`config.mk`:
```
export PLATFORM = sky130hd
export DESIGN_NAME = rotor_unit
export DESIGN_NICKNAME = d
export VERILOG_FILES = /design/src/rtl/rotor_pkg.sv /design/src/rtl/rotor_map.sv /design/src/rtl/rotor_unit.sv
export SDC_FILE = /design/constraint.sdc
export NUM_CORES = 1
export LEC_CHECK = 0
export BUFFER_PORTS_ARGS = -buffer_cell sky130_fd_sc_hd__buf_4
export CORE_ASPECT_RATIO = 2
export CORE_UTILIZATION = 50
export DETAILED_ROUTE_END_ITERATION = 8
export GPL_ROUTABILITY_DRIVEN = 0
export PLACE_DENSITY = 0.71
export SYNTH_ARGS = -nofsm -noshare
export SYNTH_HDL_FRONTEND = slang
export SYNTH_SLANG_ARGS = --single-unit
```
`constraint.sdc`:
```
create_clock -name clk -period 12.4 [get_ports clk]
set_input_delay 0.62 -clock clk [delete_from_list [all_inputs] [get_ports clk]]
set_output_delay 0.62 -clock clk [all_outputs]
set_load 0.005 [all_outputs]
```
`src/rtl/rotor_pkg.sv`:
```
// rotor_pkg -- shared definitions for the rotor datapath.
//   symbol_t         : widest symbol type (alphabets up to 32 letters)
//   ALPHA_DEFAULT    : classic 26-letter alphabet
//   ROTOR_WIRING     : forward wiring of rotors I, II, III (26-letter only)
//   ROTOR_NOTCH      : turnover notch per rotor
//   build_fwd/inv    : elaboration-time forward and inverse permutation tables
//   notch_of         : notch position for a rotor/alphabet pair
// For alphabets other than 26 letters, the tables fall back to the mirror
// permutation F[i] = ALPHA-1-i with the notch at ALPHA-1.
package rotor_pkg;

    localparam int ALPHA_DEFAULT = 26;
    localparam int SYM_W         = 5;
    localparam int MAX_ALPHA     = 32;
    localparam int NUM_ROTORS    = 3;

    typedef logic [SYM_W-1:0] symbol_t;
    typedef symbol_t [MAX_ALPHA-1:0] table_t;

    // I: EKMFLGDQVZNTOWYHXUSPAIBRCJ, II: AJDKSIRUXBLHWTMCQGZNPYFVOE,
    // III: BDFHJLCPRTXVZNYEIWGAKMUSQO
    localparam int ROTOR_WIRING [NUM_ROTORS][26] = '{
        '{4, 10, 12, 5, 11, 6, 3, 16, 21, 25, 13, 19, 14, 22, 24, 7, 23, 20, 18, 15, 0, 8, 1, 17, 2, 9},
        '{0, 9, 3, 10, 18, 8, 17, 20, 23, 1, 11, 7, 22, 19, 12, 2, 16, 6, 25, 13, 15, 24, 5, 21, 14, 4},
        '{1, 3, 5, 7, 9, 11, 2, 15, 17, 19, 23, 21, 25, 13, 24, 4, 8, 22, 6, 0, 10, 12, 20, 18, 16, 14}
    };

    localparam int ROTOR_NOTCH [NUM_ROTORS] = '{16, 4, 21};

    function automatic bit classic_rotor(input int rotor_id, input int alpha);
        return (alpha == 26) && (rotor_id >= 0) && (rotor_id < NUM_ROTORS);
    endfunction

    // Entries beyond the alphabet are identity; they are never selected for
    // legal symbols.
    function automatic table_t build_fwd(input int rotor_id, input int alpha);
        table_t tbl;
        tbl = {MAX_ALPHA{5'd0}};
        for (int i = 0; i < MAX_ALPHA; i++) begin
            if (i >= alpha) begin
                tbl[i] = symbol_t'(i);
            end else if (classic_rotor(rotor_id, alpha)) begin
                tbl[i] = symbol_t'(ROTOR_WIRING[rotor_id][i]);
            end else begin
                tbl[i] = symbol_t'(alpha - 1 - i);
            end
        end
        return tbl;
    endfunction

    // Inverse permutation: R[F[i]] = i.
    function automatic table_t build_inv(input int rotor_id, input int alpha);
        table_t fwd;
        table_t tbl;
        fwd = build_fwd(rotor_id, alpha);
        tbl = {MAX_ALPHA{5'd0}};
        for (int i = 0; i < MAX_ALPHA; i++) begin
            tbl[i] = symbol_t'(i);
        end
        for (int i = 0; i < alpha; i++) begin
            tbl[fwd[i]] = symbol_t'(i);
        end
        return tbl;
    endfunction

    function automatic int notch_of(input int rotor_id, input int alpha);
        if (classic_rotor(rotor_id, alpha)) begin
            return ROTOR_NOTCH[rotor_id];
        end else begin
            return alpha - 1;
        end
    endfunction

endpackage

```
`src/rtl/rotor_map.sv`:
```
// rotor_map -- combinational rotor permutation with offset.
//   sym    : input symbol (assumed < ALPHA; caller handles illegal symbols)
//   offset : rotor offset k, already reduced to 0..ALPHA-1
//   dir    : 0 = forward table F, 1 = inverse table R
//   result : (T[(sym + k) mod ALPHA] - k) mod ALPHA
// All arithmetic is carried in W+1 bits; subtraction adds ALPHA first so no
// intermediate ever goes negative.
module rotor_map
    import rotor_pkg::*;
#(
    parameter int ALPHA    = ALPHA_DEFAULT,
    parameter int ROTOR_ID = 0,
    parameter int W        = $clog2(ALPHA)
) (
    input  logic [W-1:0] sym,
    input  logic [W-1:0] offset,
    input  logic         dir,
    output logic [W-1:0] result
);

    localparam table_t     FWD_TBL = build_fwd(ROTOR_ID, ALPHA);
    localparam table_t     REV_TBL = build_inv(ROTOR_ID, ALPHA);
    localparam logic [W:0] ALPHA_W = (W+1)'(ALPHA);

    logic [W:0]   sum_s;
    logic [W:0]   idx_s;
    logic [4:0]   sel_s;
    symbol_t      entry_s;
    logic [W:0]   ent_s;
    logic [W:0]   back_s;
    logic [W:0]   res_s;

    // Shift into the rotor frame, look up the wiring, shift back out.
    always_comb begin
        sum_s = {1'b0, sym} + {1'b0, offset};
        if (sum_s >= ALPHA_W) begin
            idx_s = sum_s - ALPHA_W;
        end else begin
            idx_s = sum_s;
        end
        sel_s = 5'(idx_s);
        if (dir == 1'b0) begin
            entry_s = FWD_TBL[sel_s];
        end else begin
            entry_s = REV_TBL[sel_s];
        end
        ent_s  = (W+1)'(entry_s);
        back_s = ent_s + ALPHA_W - {1'b0, offset};
        if (back_s >= ALPHA_W) begin
            res_s = back_s - ALPHA_W;
        end else begin
            res_s = back_s;
        end
        result = res_s[W-1:0];
    end

endmodule

```
`src/rtl/rotor_unit.sv`:
```
// rotor_unit -- one cipher rotor with a single registered output stage.
//   clk, rst_n           : clock, asynchronous active-low reset
//   in_valid/in_ready    : symbol handshake; in_ready = !out_valid || out_ready
//   in_dir, in_data      : direction (0 fwd, 1 rev) and input symbol
//   out_valid/out_ready  : result handshake, one cycle after acceptance
//   out_data, out_err    : transformed symbol; err flags in_data >= ALPHA
//   step, load, pos_in   : position advance / load (load wins)
//   ring_in              : ring setting, only with ROTOR_RING_EN defined
//   position, carry      : current position; one-cycle pulse after stepping
//                          off the notch
// Build option: `define ROTOR_RING_EN to honour ring_in; otherwise the ring
// setting is fixed at 0 and ring_in is ignored.
module rotor_unit
    import rotor_pkg::*;
#(
    parameter int ALPHA    = ALPHA_DEFAULT,
    parameter int ROTOR_ID = 0,
    parameter int W        = $clog2(ALPHA)
) (
    input  logic         clk,
    input  logic         rst_n,
    input  logic         in_valid,
    output logic         in_ready,
    input  logic         in_dir,
    input  logic [W-1:0] in_data,
    output logic         out_valid,
    input  logic         out_ready,
    output logic [W-1:0] out_data,
    output logic         out_err,
    input  logic         step,
    input  logic         load,
    input  logic [W-1:0] pos_in,
    input  logic [W-1:0] ring_in,
    output logic [W-1:0] position,
    output logic         carry
);

    localparam logic [W:0]   ALPHA_W   = (W+1)'(ALPHA);
    localparam logic [W-1:0] NOTCH_POS = W'(notch_of(ROTOR_ID, ALPHA));
    localparam logic [W-1:0] POS_LAST  = W'(ALPHA - 1);
    localparam logic [W-1:0] POS_ONE   = W'(32'd1);

    // Any W-bit value is below 2*ALPHA, so one conditional subtract reduces it.
    function automatic logic [W-1:0] reduce_mod(input logic [W-1:0] v);
        logic [W:0] t;
        t = {1'b0, v};
        if (t >= ALPHA_W) begin
            t = t - ALPHA_W;
        end else begin
            t = t;
        end
        return t[W-1:0];
    endfunction

    logic         out_valid_r;
    logic [W-1:0] out_data_r;
    logic         out_err_r;
    logic [W-1:0] position_r;
    logic         carry_r;

    logic         accept_s;
    logic         illegal_s;
    logic [W-1:0] ring_s;
    logic [W:0]   off_sum_s;
    logic [W-1:0] offset_s;
    logic [W-1:0] mapped_s;

`ifdef ROTOR_RING_EN
    assign ring_s = reduce_mod(ring_in);
`else
    logic unused_ring_s;
    assign unused_ring_s = ^ring_in;
    assign ring_s        = {W{1'b0}};
`endif

    assign in_ready  = !out_valid_r || out_ready;
    assign accept_s  = in_valid && in_ready;
    assign illegal_s = ({1'b0, in_data} >= ALPHA_W);

    // Offset k = (position - ring) mod ALPHA, biased by ALPHA to stay positive.
    always_comb begin
        off_sum_s = {1'b0, position_r} + ALPHA_W - {1'b0, ring_s};
        if (off_sum_s >= ALPHA_W) begin
            offset_s = W'(off_sum_s - ALPHA_W);
        end else begin
            offset_s = off_sum_s[W-1:0];
        end
    end

    rotor_map #(
        .ALPHA    (ALPHA),
        .ROTOR_ID (ROTOR_ID),
        .W        (W)
    ) u_map (
        .sym    (in_data),
        .offset (offset_s),
        .dir    (in_dir),
        .result (mapped_s)
    );

    // Output register: capture on transfer, drop valid once consumed.
    always_ff @(posedge clk or negedge rst_n) begin
        if (!rst_n) begin
            out_valid_r <= 1'b0;
            out_data_r  <= {W{1'b0}};
            out_err_r   <= 1'b0;
        end else if (accept_s) begin
            out_valid_r <= 1'b1;
            out_data_r  <= illegal_s ? in_data : mapped_s;
            out_err_r   <= illegal_s;
        end else if (out_ready) begin
            out_valid_r <= 1'b0;
        end
    end

    // Position counter and notch carry; load overrides step.
    always_ff @(posedge clk or negedge rst_n) begin
        if (!rst_n) begin
            position_r <= {W{1'b0}};
            carry_r    <= 1'b0;
        end else if (load) begin
            position_r <= reduce_mod(pos_in);
            carry_r    <= 1'b0;
        end else if (step) begin
            position_r <= (position_r == POS_LAST) ? {W{1'b0}} : (position_r + POS_ONE);
            carry_r    <= (position_r == NOTCH_POS);
        end else begin
            carry_r    <= 1'b0;
        end
    end

    assign out_valid = out_valid_r;
    assign out_data  = out_data_r;
    assign out_err   = out_err_r;
    assign position  = position_r;
    assign carry     = carry_r;

endmodule

```
======== Word level (Yosys, flattened, before mapping) ========
Memories as Yosys holds them, arrays and structs flattened.
Index checks and enable logic that the tools add are counted.
operators by class
  $add $sub $neg .......................... 9
  $mul .................................... 0
  divide/modulo/power cells ............... 0
  order comparisons ....................... 6
  equal/unequal tests ..................... 2
  shift-type cells ........................ 0
  mux-type cells .......................... 15
  bitwise operators ....................... 0
  reduce and logical (&&, ||, !) cells .... 5
operator list
  cell                                                                                  number
  5-bit two-way mux                                                                     11
  5-bit subtractor (second input constant)                                              4
  6-bit by 5-bit greater-or-equal comparator with 1-bit output (second input constant)  3
  5-bit by 5-bit adder with 6-bit output (second input constant)                        2
  5-bit equality test (second input constant)                                           2
  5-bit greater-or-equal comparator (second input constant)                             2
  5-bit by 5-bit adder with 6-bit output                                                1
  5-bit by 6-bit < comparator with 1-bit output (second input constant)                 1
  6-bit by 5-bit subtractor with 6-bit output                                           1
  5-bit by 1-bit adder with 5-bit output (second input constant)                        1
  1-bit two-way mux                                                                     4
  2-bit nonzero test                                                                    2
  1-bit logical AND                                                                     1
  1-bit logical NOT                                                                     1
  1-bit logical OR                                                                      1
word-level totals
  flip-flop bits (word level) ............. 13
  latch bits .............................. 0
  bits in writable memories ............... 0
  memory bits (read-only) ................. 320
  bits of input ports ..................... 22
  word-level logic and storage cells ...... 44
  memories ................................ 2
memory list
  name             words  bits a word  rd ports  clocked after memory_dff  wr ports  RTL line         text
  (no name shown)  32     5            1         0                         0         rotor_map.sv:43  entry_s = FWD_TBL[sel_s];
  (no name shown)  32     5            1         0                         0         rotor_map.sv:45  entry_s = REV_TBL[sel_s];

======== Logic depth before layout (Yosys ltp) ========
  word-level depth ........................ 14
  mapped depth ............................ 31
  depth with buffers taken out ............ 30

======== By module ========
A second synthesis with hierarchy kept.
unflattened totals
  cells, all modules ...................... 282
  area, all modules ....................... 2344.7 um^2
by module, submodules not included
  module      times used  cells an instance  area each (um^2)  seq. area each (um^2)
  rotor_map   1           184                1395.1            0.0
  rotor_unit  1           98                 949.7             325.3

======== Worst setup path before layout ========
OpenSTA, ideal clock, no wires.
  kind .................................... register to register
  from .................................... register position_r[1] (netlist: position[1])
  to ...................................... register out_data_r[3] (netlist: out_data[3])
  arrival ................................. 5785 ps
  required time ........................... 12282 ps
  path slack .............................. 6497 ps
  cell stages (with the launch flop) ...... 26
  buffers on the path ..................... 0
  cell sequence ........................... dfrtp_1 > ha_1 > nor2_1 > o211ai_1 > o21ai_0 > xnor2_1 > ha_1 > nor2b_1 > o31ai_2 > xor2_2 > o21ai_2 > xnor2_2 > ha_1 > o21ai_0 > a31o_2 > a211oi_1 > o32a_1 > ha_1 > fa_1 > xor2_1 > a21boi_0 > a21oi_1 > nor2_1 > xnor2_1 > a21oi_1 > a21o_1
between the ends
  word-level cells in the longest chain between the ends .. 14
  elaborated cells on any way between the ends .. 19
RTL lines
  element                                                                                                  RTL line                            text
  start, declared                                                                                          rotor_unit.sv:58                    logic [W-1:0] position_r;
  start signal, assigned                                                                                   rotor_unit.sv:119                   position_r <= {W{1'b0}};
  start signal, assigned                                                                                   rotor_unit.sv:122                   position_r <= reduce_mod(pos_in);
  start signal, assigned                                                                                   rotor_unit.sv:125                   position_r <= (position_r == POS_LAST) ? {W{1'b0}} : (position_r + POS_ONE);
  5-bit by 5-bit adder with 6-bit output (*)                                                               rotor_unit.sv:82                    off_sum_s = {1'b0, position_r} + ALPHA_W - {1'b0, ring_s};
  5-bit subtractor / 6-bit by 5-bit greater-or-equal comparator with 1-bit output (equally long branches)  rotor_unit.sv:84, rotor_unit.sv:83
  5-bit two-way mux (*)                                                                                    rotor_unit.sv:83                    if (off_sum_s >= ALPHA_W) begin
  5-bit by 5-bit adder with 6-bit output                                                                   rotor_map.sv:35                     sum_s = {1'b0, sym} + {1'b0, offset};
  5-bit subtractor / 6-bit by 5-bit greater-or-equal comparator with 1-bit output (equally long branches)  rotor_map.sv:37, rotor_map.sv:36
  5-bit two-way mux                                                                                        rotor_map.sv:36                     if (sum_s >= ALPHA_W) begin
  memory 32 x 5 bit, on equally long branches                                                              n/a
  5-bit two-way mux, on equally long branches                                                              rotor_map.sv:43, rotor_map.sv:45
  5-bit two-way mux                                                                                        rotor_map.sv:42                     if (dir == 1'b0) begin
  5-bit by 5-bit adder with 6-bit output                                                                   rotor_map.sv:48                     back_s = ent_s + ALPHA_W - {1'b0, offset};
  6-bit by 5-bit subtractor with 6-bit output (*)                                                          rotor_map.sv:48
  5-bit subtractor / 6-bit by 5-bit greater-or-equal comparator with 1-bit output (equally long branches)  rotor_map.sv:50, rotor_map.sv:49
  5-bit two-way mux (*)                                                                                    rotor_map.sv:49                     if (back_s >= ALPHA_W) begin
  5-bit two-way mux (*)                                                                                    rotor_unit.sv:109                   out_data_r <= illegal_s ? in_data : mapped_s;
  end signal, assigned                                                                                     rotor_unit.sv:105                   out_data_r <= {W{1'b0}};
  end signal, assigned                                                                                     rotor_unit.sv:109
  end, declared                                                                                            rotor_unit.sv:56                    logic [W-1:0] out_data_r;
Mark *: on every way between the ends. The rest lies on a longest branch, timed or not. The select of a mux whose other input is x is not followed.
A chain may end at the register's enable or synchronous reset.

======== Worst setup path in the final report ========
Ends and elaborated chain as after synthesis.

==> results.toml <==
[global_routing]
grt-ovfl-total = 0
grt_max_degree = 20
grt_usage_pct = 25.7
grt_first_pass_wirelength_um = 10200
grt_pass1_vias = 2250
antenna_found_initial = 0

[synthesis]
synth_top_cell_by_area = "ha_1"
synth-adder-area-share_pct = 17.6
yosysMostFrequentCell = "ha_1"
syn_nets = 353
synth.distinct_cells = 72
synth_compound_area_share_pct = 35.1
synth_ff_type = "dfrtp_1"
synth_mux_area_share_pct = 2.33
netlist.area_leader.share_pct = 15.9
syn_avg_cell_area_um2 = 7.89
synth_top_family_by_area = "compound AO/OA/AOI/OAI gates"
synth_common_cells = "30 x ha_1, 24 x inv_1, 24 x nand2_1"
synth_area_leaders = "ha_1 16%, dfrtp_1 14%, o21ai_0 4.2%"
async_reset_ff_share_pct = 100
ys_warn_count = 0
ys_ff_latch = 13
synth_edf_count = 0
ys_seq_area_share_pct = 13.8
synthXorXnorAreaFrac_pct = 5.41
yosys.area_share.simple_pct = 18.9
synth_cells = 299
synth.cell_area_mm2 = 0.00236

[final_layout]
area_growth_pct = 11.4
final_cells = 375
drive_above_1_share_pct = 18.4
final_nets = 375
diodes = 0

[timing]
skew_ns = 0.00933
fmax_mhz = 142
layout_min_cycle_time_ns = 7.03
worstMarginPinSlew_ns = 0.833
finalSetupTns_ns = 0
hold_viol = 0
slew-limit-headroom_pct = 44.2
post-route-period-util_pct = 56.7
maxSlewViolCount = 0
fin_ws_ns = 5.37
rsz0062_at_grt = "no"
finalSetupViolCount = 0

[placed_design]
post-place-ws_ns = 5.50
numPortBuffers = 30
placed_cells = 371
hpwl_um = 4990

[cts]
root_buffer = "clkbuf_8"
htreeDepth = 1
cts_tree = "built"
insertion_delay_ns = 0.24
clk_pin_slew_ns = 0.06
postCtsResizedCells = 0
clock_sinks = 13
hold_buffers = 0
clk_path_buf_depth = 2
post-cts-setup-buffers = 0
cts_made_buffers = 3

[floorplanning]
die-area_mm2 = 0.00501
die_w_um = 50.6
io_pins = 36
die_y_um = 99.1
fp-row-count = 35
fp.coreArea_mm2 = 0.00455
initial_core_util_pct = 51.8

[setup_path]
worstSetupPathType = "reg2reg"
path_common_cell = "ha_1"
slowest_stage = "dfrtp_1"
endpoint_kind = "flop"
cpPeakStageDelay_ns = 0.48
critPathArrivalTime_ns = 7.16
cp_max_fo = 9
cp-start-kind = "flop"
worstPathRequired_ns = 12.53

[worst_hold_path]
hp-class = "in2async"

[routing]
drt_iter0_drc = 66
wl_um = 6120
vias = 2348
drt-pass1-iter-count = 6
final_antenna_net_count = 0
viasPerCell = 6.26
drc = 0
wl_per_cell_um = 16.3

[outcome]
outcome = "complete, no violations"

[job]
maxCapViolations = 0
## critical path, delay by kind of cell (launching register included)
kind / cells / cell delay, ns
AO/OA/AOI/OAI: 12 / 2.83
XOR/XNOR: 5 / 1.34
adder cells (fa/ha/maj): 5 / 1.86
flip-flops: 1 / 0.48
AND/OR/NAND/NOR: 3 / 0.41
## path summary, 6_finish.rpt
path / from / to / slack (ns) / cells after the start
min in group clk: out_data[3] / out_data[3] / 0.48 / 1
max reg2reg: position[1] / out_data[3] / 5.37 / 25
max: position[1] / out_data[3] / 5.37 / 25
min reg2reg: out_data[3] / out_data[3] / 0.48 / 1
max in group asynchronous: rst_n / out_data[2] / 12.02 / 1
min: rst_n / out_data[1] / 0.21 / 1
## metal layers
metal / track usage (%) / part of all wire [%] / vias up
met4: 10.3 / 2.9 / 0
li1: - / - / 1150
met5: 0 / 0 / -
met1: 25.6 / 37 / 1116
met2: 52.2 / 57 / 72
met3: 0.917 / 2.6 / 10
## stage by stage
step / instance area, um2 / utilization, % / hold slack [ns]
2_1_floorplan: 2360 / - / 0.324
3_3_place_gp: 2580 / 56.7 / 0.467
3_5_place_dp: 2580 / 56.7 / 0.474
4_1_cts: 2630 / 57.7 / 0.214
5_1_grt: 2630 / 57.7 / 0.220
6_report: 2630 / 57.7 / 0.211
## cells in the final DEF, fill, tap and decap left out, types with 2 or more instances in the layout
| master | n |
|---|---|
| nand2_1 | 24 |
| nand4_1 | 2 |
| mux2_2 | 3 |
| o32a_1 | 2 |
| nor2_1 | 17 |
| fa_1 | 2 |
| buf_4 | 30 |
| a21oi_2 | 2 |
| a221o_1 | 2 |
| a31o_2 | 3 |
| dfrtp_1 | 13 |
| inv_1 | 24 |
| o22ai_1 | 2 |
| xnor2_1 | 8 |
| nand2b_1 | 5 |
| or2_1 | 2 |
| a31oi_1 | 3 |
| a211o_1 | 2 |
| a21o_1 | 8 |
| xor2_2 | 2 |
| a21oi_1 | 15 |
| a211oi_1 | 7 |
| o2bb2ai_1 | 2 |
| a221oi_1 | 2 |
| o311ai_0 | 2 |
| nor3_1 | 6 |
| o21ai_0 | 20 |
| a311oi_1 | 3 |
| o211ai_1 | 10 |
| o31ai_1 | 4 |
| nand3_1 | 19 |
| and2_1 | 2 |
| ha_1 | 30 |
| o21ai_2 | 3 |
| nor2b_1 | 3 |
| clkbuf_8 | 3 |
## layout make-up
type / instances / area, um2
repair buffers: 30 / 225
inverters: 24 / 90.1
flip-flops and latches: 13 / 325
clock buffers: 4 / 45.0
multi-input cells: 249 / 1870
fillers: 462 / 1930
well taps: 55 / 68.8
## kinds of logic (layout without fill, tap and decap cells)
logic type / after synthesis / in the layout
xor+xnor: 12 / 12
fa+ha+maj: 32 / 32
flops: 13 / 13
buf+inv: 37 / 58
mux: 5 / 5
compound gates: 110 / 110
simple gates: 90 / 90
## registers in the layout, summed over array words and instances, names as in the netlist
name / count
out_data: 5
out_err: 1
position: 5
carry: 1
out_valid: 1
Power is not shown: default switching activity piles up to over one toggle a cycle in this logic, so the estimate is an artifact.
